<file path="src/rtl/fp_seq_pkg.sv">
// fp_seq_pkg
// Shared definitions for the FP coprocessor issue/retire sequencer:
//   - FSM state encoding
//   - coprocessor op-select constants
//   - coprocessor status bit positions
//   - sizing helper for the latency counter
package fp_seq_pkg;

  typedef enum logic [1:0] {
    IDLE   = 2'd0,
    EXEC   = 2'd1,
    RESULT = 2'd2
  } fp_seq_state_e;

  localparam logic FP_OP_ADD = 1'b0;
  localparam logic FP_OP_MUL = 1'b1;

  localparam int FP_ST_ZERO    = 0;
  localparam int FP_ST_INF     = 1;
  localparam int FP_ST_INVALID = 2;
  localparam int FP_ST_TINY    = 3;
  localparam int FP_ST_HUGE    = 4;
  localparam int FP_ST_INEXACT = 5;

  // Bits needed to hold a countdown from latency down to zero.
  function automatic int cnt_width(input int latency);
    return (latency < 1) ? 1 : $clog2(latency + 1);
  endfunction

endpackage

</file>
<file path="src/rtl/fp_coproc_sequencer.sv">
// fp_coproc_sequencer
// Issue/retire controller for the half-precision FP coprocessor that sits
// beside this block. Accepts one op at a time, drives the coprocessor inputs
// from registers, waits out the coprocessor latency, captures result/status
// with the destination tag and offers them to writeback. Keeps sticky
// exception flags over all retired (captured) ops.
//
// Ports:
//   clk, rst              clock, asynchronous active-low reset
//   issue_*               valid/ready issue channel from ID/EX (op, rnd, a, b, tag)
//   flush_i               abort whatever is in flight, highest priority
//   cp_input1_o/2_o, cp_op_o, cp_rnd_o   registered coprocessor inputs
//   cp_result_i, cp_status_i             coprocessor registered outputs
//   wb_*                  valid/ready writeback channel (data, tag, status)
//   clr_flags_i           clear sticky flags
//   sticky_flags_o        OR of captured status since last clear
//   busy_o                high whenever the FSM is not IDLE
module fp_coproc_sequencer
  import fp_seq_pkg::*;
#(
  parameter int DATA_WIDTH = 16,
  parameter int STATUS_BIT = 8,
  parameter int TAG_WIDTH  = 3,
  parameter int FP_LATENCY = 1
) (
  input  logic                  clk,
  input  logic                  rst,
  input  logic                  issue_valid_i,
  output logic                  issue_ready_o,
  input  logic                  issue_op_i,
  input  logic [2:0]            issue_rnd_i,
  input  logic [DATA_WIDTH-1:0] issue_a_i,
  input  logic [DATA_WIDTH-1:0] issue_b_i,
  input  logic [TAG_WIDTH-1:0]  issue_tag_i,
  input  logic                  flush_i,
  output logic [DATA_WIDTH-1:0] cp_input1_o,
  output logic [DATA_WIDTH-1:0] cp_input2_o,
  output logic                  cp_op_o,
  output logic [2:0]            cp_rnd_o,
  input  logic [DATA_WIDTH-1:0] cp_result_i,
  input  logic [STATUS_BIT-1:0] cp_status_i,
  output logic                  wb_valid_o,
  input  logic                  wb_ready_i,
  output logic [DATA_WIDTH-1:0] wb_data_o,
  output logic [TAG_WIDTH-1:0]  wb_tag_o,
  output logic [STATUS_BIT-1:0] wb_status_o,
  input  logic                  clr_flags_i,
  output logic [STATUS_BIT-1:0] sticky_flags_o
  ,
  output logic                  busy_o
);

  localparam int               CNT_W    = cnt_width(FP_LATENCY);
  localparam logic [CNT_W-1:0] CNT_LOAD = CNT_W'(FP_LATENCY);

  fp_seq_state_e          state;
  logic [CNT_W-1:0]       cnt;
  logic [TAG_WIDTH-1:0]   tag_held;
  logic                   accept;
  logic                   capture;

  // Issue readiness: IDLE always, RESULT only when writeback drains this cycle.
  // Held low during reset and while a flush is pending.
  always_comb begin
    issue_ready_o = 1'b0;
    if (!rst || flush_i) begin
      issue_ready_o = 1'b0;
    end else begin
      case (state)
        IDLE:    issue_ready_o = 1'b1;
        RESULT:  issue_ready_o = wb_ready_i;
        default: issue_ready_o = 1'b0;
      endcase
    end
  end

  assign accept  = issue_valid_i & issue_ready_o;
  // Coprocessor output is valid in the last EXEC cycle; a flush discards it.
  assign capture = (state == EXEC) && (cnt == '0) && !flush_i;
  assign busy_o  = (state != IDLE);

  // Main FSM: operand launch, latency countdown, result capture and retire.
  always_ff @(posedge clk or negedge rst) begin
    if (!rst) begin
      state       <= IDLE;
      cnt         <= '0;
      tag_held    <= '0;
      cp_input1_o <= '0;
      cp_input2_o <= '0;
      cp_op_o     <= 1'b0;
      cp_rnd_o    <= 3'd0;
      wb_valid_o  <= 1'b0;
      wb_data_o   <= '0;
      wb_tag_o    <= '0;
      wb_status_o <= '0;
    end else if (flush_i) begin
      state      <= IDLE;
      cnt        <= '0;
      wb_valid_o <= 1'b0;
    end else if (accept) begin
      // Covers both a fresh issue from IDLE and back-to-back on the retire
      // edge; any result being presented is consumed at this same edge.
      state       <= EXEC;
      cnt         <= CNT_LOAD;
      tag_held    <= issue_tag_i;
      cp_input1_o <= issue_a_i;
      cp_input2_o <= issue_b_i;
      cp_op_o     <= issue_op_i;
      cp_rnd_o    <= issue_rnd_i;
      wb_valid_o  <= 1'b0;
    end else begin
      case (state)
        IDLE: begin
          state <= IDLE;
        end
        EXEC: begin
          if (cnt == '0) begin
            wb_data_o   <= cp_result_i;
            wb_status_o <= cp_status_i;
            wb_tag_o    <= tag_held;
            wb_valid_o  <= 1'b1;
            state       <= RESULT;
          end else begin
            cnt <= cnt - {{(CNT_W-1){1'b0}}, 1'b1};
          end
        end
        RESULT: begin
          if (wb_ready_i) begin
            wb_valid_o <= 1'b0;
            state      <= IDLE;
          end
        end
        default: begin
          state      <= IDLE;
          wb_valid_o <= 1'b0;
        end
      endcase
    end
  end

  // Sticky exception flags: a clear coinciding with a capture leaves exactly
  // the captured status (clear first, then set).
  always_ff @(posedge clk or negedge rst) begin
    if (!rst) begin
      sticky_flags_o <= '0;
    end else if (clr_flags_i) begin
      sticky_flags_o <= capture ? cp_status_i : '0;
    end else if (capture) begin
      sticky_flags_o <= sticky_flags_o | cp_status_i;
    end
  end

endmodule

</file>
<file path="config.mk">
export PLATFORM = sky130hd
export DESIGN_NAME = fp_coproc_sequencer
export DESIGN_NICKNAME = d
export VERILOG_FILES = /design/src/rtl/fp_seq_pkg.sv /design/src/rtl/fp_coproc_sequencer.sv
export SDC_FILE = /design/constraint.sdc
export NUM_CORES = 1
export LEC_CHECK = 0
export CAP_MARGIN = 20
export CORE_ASPECT_RATIO = 0.7
export CORE_MARGIN = 10
export CORE_UTILIZATION = 42
export DETAILED_ROUTE_END_ITERATION = 8
export PLACE_DENSITY = 0.86
export RECOVER_POWER = 50
export SKIP_LAST_GASP = 1
export SYNTH_ARGS = -nofsm -noshare
export SYNTH_HDL_FRONTEND = slang
export SYNTH_SLANG_ARGS = --single-unit
export TNS_END_PERCENT = 50
</file>
<file path="constraint.sdc">
create_clock -name clk -period 2 [get_ports clk]
set_input_delay 0.4 -clock clk [delete_from_list [all_inputs] [get_ports clk]]
set_output_delay 0.4 -clock clk [all_outputs]
set_load 0.03 [all_outputs]
</file>
== Word level (Yosys, flattened, before mapping) ==
Cells that the tools add are included.

* Bits of input ports: 69
* Memories: 0
* Output and inout bits: 74
* Memory bits (read-only): 0
* Bits in writable memories: 0
* Flip-flop bits (word level): 78
* Logic and storage cells: 55
* Latch bits: 0

* Shifts and indexed selects: 0
* Div/mod/pow operators: 0
* Equal/unequal tests: 5
* Add/sub/neg operators: 1
* Multipliers: 0
* Reduce and logical (&&, ||, !) cells: 13
* Bitwise logic cells: 5
* Magnitude comparators: 0
* Mux-type cells: 19

{| class="wikitable"
|+ Operators by type and width
! operator !! number
|-
| 8-bit 2-to-1 mux || 3
|-
| 1-bit 2-to-1 mux || 9
|-
| 2-bit 2-to-1 mux || 4
|-
| 4-bit != test, second input constant || 2
|-
| 8-bit OR || 1
|-
| 2-bit one-hot mux with 2 select lines || 1
|-
| 2-bit AND reduction || 2
|-
| 4-bit AND reduction || 1
|-
| 2-bit nonzero test || 2
|-
| 3-bit != test, second input constant || 1
|-
| 1-bit NOT || 3
|-
| 1-bit one-hot mux with 3 select lines || 1
|-
| 3-bit AND reduction || 1
|-
| 3-bit nonzero test || 1
|-
| 2-bit by 1-bit == test with 1-bit output, second input constant || 1
|-
| 2-bit == test, second input constant || 1
|-
| 1-bit logical AND || 2
|-
| 1-bit zero test || 2
|-
| 2-bit zero test || 1
|-
| 1-bit one-hot mux with 2 select lines || 1
|-
| 1-bit bitwise AND || 1
|-
| 1-bit logical OR || 1
|-
| 1-bit subtractor, second input constant || 1
|}

== Depth between registers and ports, before layout ==
Gate-level depths: netlist of the first run.

* Depth after elaboration: 6
* Gate-level depth with buffers: 5
* Gate-level depth less buffers: 3

== Worst setup path after synthesis of the first run ==
Ideal clock, no wire load.

* Kind: input to register
* Start point: input wb_ready_i
* End point: register cp_input1_o[0]
* Setup time: 0.125 ns
* Data arrival time: 1.310 ns
* Path slack: 0.565 ns
* Buffers on the path: 2
* Stages: 5
* Data required time: 1.875 ns
* Cell sequence: nand2b_1 and3b_1 buf_6 buf_12 mux2_4

* Cells in the longest elaborated chain, start to end: 4

{| class="wikitable"
|+ RTL lines
! what !! RTL line !! RTL
|-
| start: declaration || fp_coproc_sequencer.sv:43 || <nowiki>input logic wb_ready_i,</nowiki>
|-
| 1-bit one-hot mux with 2 select lines || fp_coproc_sequencer.sv:69 || <nowiki>case (state)</nowiki>
|-
| 1-bit 2-to-1 mux || fp_coproc_sequencer.sv:66 || <nowiki>if (!rst || flush_i) begin</nowiki>
|-
| 1-bit bitwise AND || fp_coproc_sequencer.sv:77 || <nowiki>assign accept = issue_valid_i & issue_ready_o;</nowiki>
|-
| 2-bit AND reduction (no source line) || -- ||
|-
| end signal: assignment || fp_coproc_sequencer.sv:106 || <nowiki>cp_input1_o <= issue_a_i;</nowiki>
|-
| end: declaration || fp_coproc_sequencer.sv:36 || <nowiki>output logic [DATA_WIDTH-1:0] cp_input1_o,</nowiki>
|}

No other way between the ends.
A chain may end at the register's enable or synchronous reset.

== Final worst setup path of the first run ==
* Start point: input flush_i
* End point: output issue_ready_o

* Cells in the longest elaborated chain, start to end: 2

{| class="wikitable"
|+ RTL lines
! what !! RTL line !! RTL
|-
| start: declaration || fp_coproc_sequencer.sv:35 || <nowiki>input logic flush_i,</nowiki>
|-
| 1-bit logical OR || fp_coproc_sequencer.sv:66 ||
|-
| 1-bit 2-to-1 mux || fp_coproc_sequencer.sv:66 ||
|-
| end: declaration || fp_coproc_sequencer.sv:29 || <nowiki>output logic issue_ready_o,</nowiki>
|}

No other way between the ends.

==> flow_metrics.env, run 1 <==
export IMPL_setup_viol=0
export IMPL_design_portCount=143
export IMPL_cts_tree="yes"
export IMPL_die_area_mm2=0.0116
export IMPL_ir_drop_uv=612
export IMPL_fin_crit_sh_pct=96.4
export IMPL_start_kind="primary input"
export IMPL_clock_sinks=78
export IMPL_cp_end_kind="output port"
export IMPL_ant_nets=0
export IMPL_grt_pass1_wl_mm=14.9
export IMPL_required_ps=1600
export IMPL_grt_overflow=0
export IMPL_post_cts_setup_buffer_count=0
export IMPL_finalHoldViolations=0
export IMPL_track_usage_pct=16.3
export IMPL_syn_num_nets=313
export IMPL_yosys_cell_types_count=22
export IMPL_r2r_cells=4
export IMPL_htree_levels=3
export IMPL_diodes=0
export IMPL_ys_seq_area_share_pct=61.0
export IMPL_synthSimpleGateAreaFrac_pct=12.5
export IMPL_clock_latency_ps=340
export IMPL_fp_dieW_um=124
export IMPL_place_ws_ps=5.86
export IMPL_multi_input_area_mm2=0.00102
export IMPL_wirelength_mm=9.22
export IMPL_relSlewSlack_pct=47.2
export IMPL_first_global_vias=2617
export IMPL_path_clk_slew_ps=80
export IMPL_netlist_instances=244
export IMPL_p_leak_nw=2.21
export IMPL_synth_xor_area_share_pct=0
export IMPL_fill_cells=580
export IMPL_layout_commonest_cell="clkdlybuf4s50_1"
export IMPL_synth_top_family_by_area="multiplexers"
export IMPL_setup_slack_ps=72.1
export IMPL_outcome="complete, no violations"
export IMPL_viasPerCell=4.74
export IMPL_muxShareOfSynthArea_pct=18.3
export IMPL_ff2ff_setup_slack_ps=240
export IMPL_cp_max_fo=4
export IMPL_grt_max_degree=48
export IMPL_regArea_mm2=0.00195
export IMPL_post_cts_resized=1
export IMPL_synth_fa_ha_area_share_pct=0
export IMPL_core_mm2=0.00735
export IMPL_timing_setup_tns_ps=0
export IMPL_wl_per_cell_um=18.4
export IMPL_clk_path_buf_depth=2
export IMPL_synth_seq_cells=78
export IMPL_cts_hold_buf=0
export IMPL_die_h_um=93.0
export IMPL_synth_compound_area_share_pct=2.62
export IMPL_dp_hpwl_mm=7.22
export IMPL_hold_path_class="primary input to async pin"
export IMPL_max_freq_mhz=519
export IMPL_drv_slew=0
export IMPL_numCtsBuffers=9
export IMPL_grt_setup_unrepaired="no"
export IMPL_worstMarginPinSlew_ps=792
export IMPL_via_count=2378
export IMPL_place_congestion=0.794
export IMPL_drive_gt1_share_pct=14.6
export IMPL_postSynthAreaPerCell_um2=13.1
export IMPL_fin_skew_ps=6.07
export IMPL_timing_worst_setup_path_type="primary input to output port"
export IMPL_nets=468
export IMPL_initial_core_util_pct=43.5
export IMPL_dr_pass1_iters=4
export IMPL_syn_to_final_growth_pct=50.9
export IMPL_io_buffers=142
export IMPL_fin_crit_ps=1930
export IMPL_post_route_drc_count=0
export IMPL_syn_area_mm2=0.00320
export IMPL_rows=26
export IMPL_powerDensity_mw_per_mm2=1100
export IMPL_antenna_found_initial=0
export IMPL_cts_root_buf="clkbuf_8"
export IMPL_layout_common_cells="clkdlybuf4s50_1, nand2_1, dfrtp_1, mux2_4"
export IMPL_dr_first_iter_drc_count=185
export IMPL_yosysWarnings=0
export IMPL_max_cap_viol_count=0
export IMPL_cp_data_arrival_time_ps=1530
==> through the flow <==
stage	cell area [um^2]	total power, mW	cells	hold slack (ps)	utilization [%]
2_1_floorplan	3200	3.26	244	104	-
3_3_place_gp	4730	4.21	486	450	64.3
3_5_place_dp	4730	4.28	486	465	64.3
4_1_cts	4920	5.44	502	127	66.9
5_1_grt	4820	5.59	502	502	65.6
6_report	4820	5.32	502	402	65.6
==> registers in the layout (all words and copies together), names as in the netlist <==
register	count
tag_held	3
cp_input2_o	16
cp_input1_o	16
wb_tag_o	3
cp_rnd_o	3
cp_op_o	1
sticky_flags_o	8
cnt	1
wb_data_o	16
wb_status_o	8
state	2
wb_valid_o	1
==> synth_stat cells <==
master,number,area [um^2]
nand2b_1,1,6.26
nand2_1,83,312
nor4b_4,1,23.8
buf_6,4,45.0
nor2_1,1,3.75
or2_2,1,6.26
o311ai_0,1,8.76
and3_2,1,7.51
dfrtp_1,78,1950
and3b_1,1,8.76
o21ai_0,8,40.0
o32ai_1,1,8.76
buf_2,2,10.0
nor2_2,1,6.26
inv_1,11,41.3
buf_12,4,80.1
mux2_4,39,586
and2b_1,1,7.51
a2bb2oi_1,2,17.5
or4b_1,1,10.0
nand4b_1,1,8.76
a31o_2,1,8.76
==> report_power, final <==
part	total, mW	switching [mW]	internal, mW	leakage [nW]
logic	2.04	1.09	0.944	1.15
clock network	1.15	0.577	0.572	0.0883
registers	2.14	0.210	1.92	0.968
total	5.32	1.88	3.44	2.21
==> per-layer routing <==
| metal | vias up | wire length, um | track usage, % |
|---|---|---|---|
| met2 | 103 | 4140 | 25.1 |
| met4 | 0 | 85 | 3.77 |
| li1 | 1102 | - | - |
| met5 | - | 0 | 0 |
| met3 | 8 | 980 | 8.91 |
| met1 | 1165 | 4020 | 19.6 |
==> final timing paths <==
kind	start	end
setup reg to reg	state[0]	cp_input2_o[5]
setup / recovery	flush_i	issue_ready_o
max in group asynchronous	rst	wb_data_o[14]
hold reg to reg	tag_held[1]	wb_tag_o[1]
hold / removal	rst	cp_input1_o[12]
min in group clk	rst	cnt
==> area by class of cell <==
cell class	instances	area share [%]
Tap cell	98	2.54
Sequential cell	78	40.5
Clock inverter	6	1.30
Multi-Input combinational cell	145	21.1
Timing Repair Buffer	154	31.1
Inverter	11	0.856
Clock buffer	10	2.65
==> critical path, cell delays in order <==
cell	delay [ps]
clkdlybuf4s50_1	540
nor2_2	70
buf_4	140
and3_2	210
buf_4	170
==> kinds of logic (layout without fill, tap and decap cells) <==
| kind of cell | Yosys count | count (layout) |
|---|---|---|
| AO/OA/AOI/OAI | 13 | 13 |
| buffers and inverters | 21 | 181 |
| flip-flops | 78 | 78 |
| multiplexers | 39 | 39 |
| AND/OR/NAND/NOR | 93 | 93 |
Note: power is estimated with default switching activity, not from simulation.
==> run 2: changes to the inputs <==
- SLEW_MARGIN: unset -> 20
==> results of run 2 <==
Same layout as run 1: the final DEF is identical, and so are final timing and power.
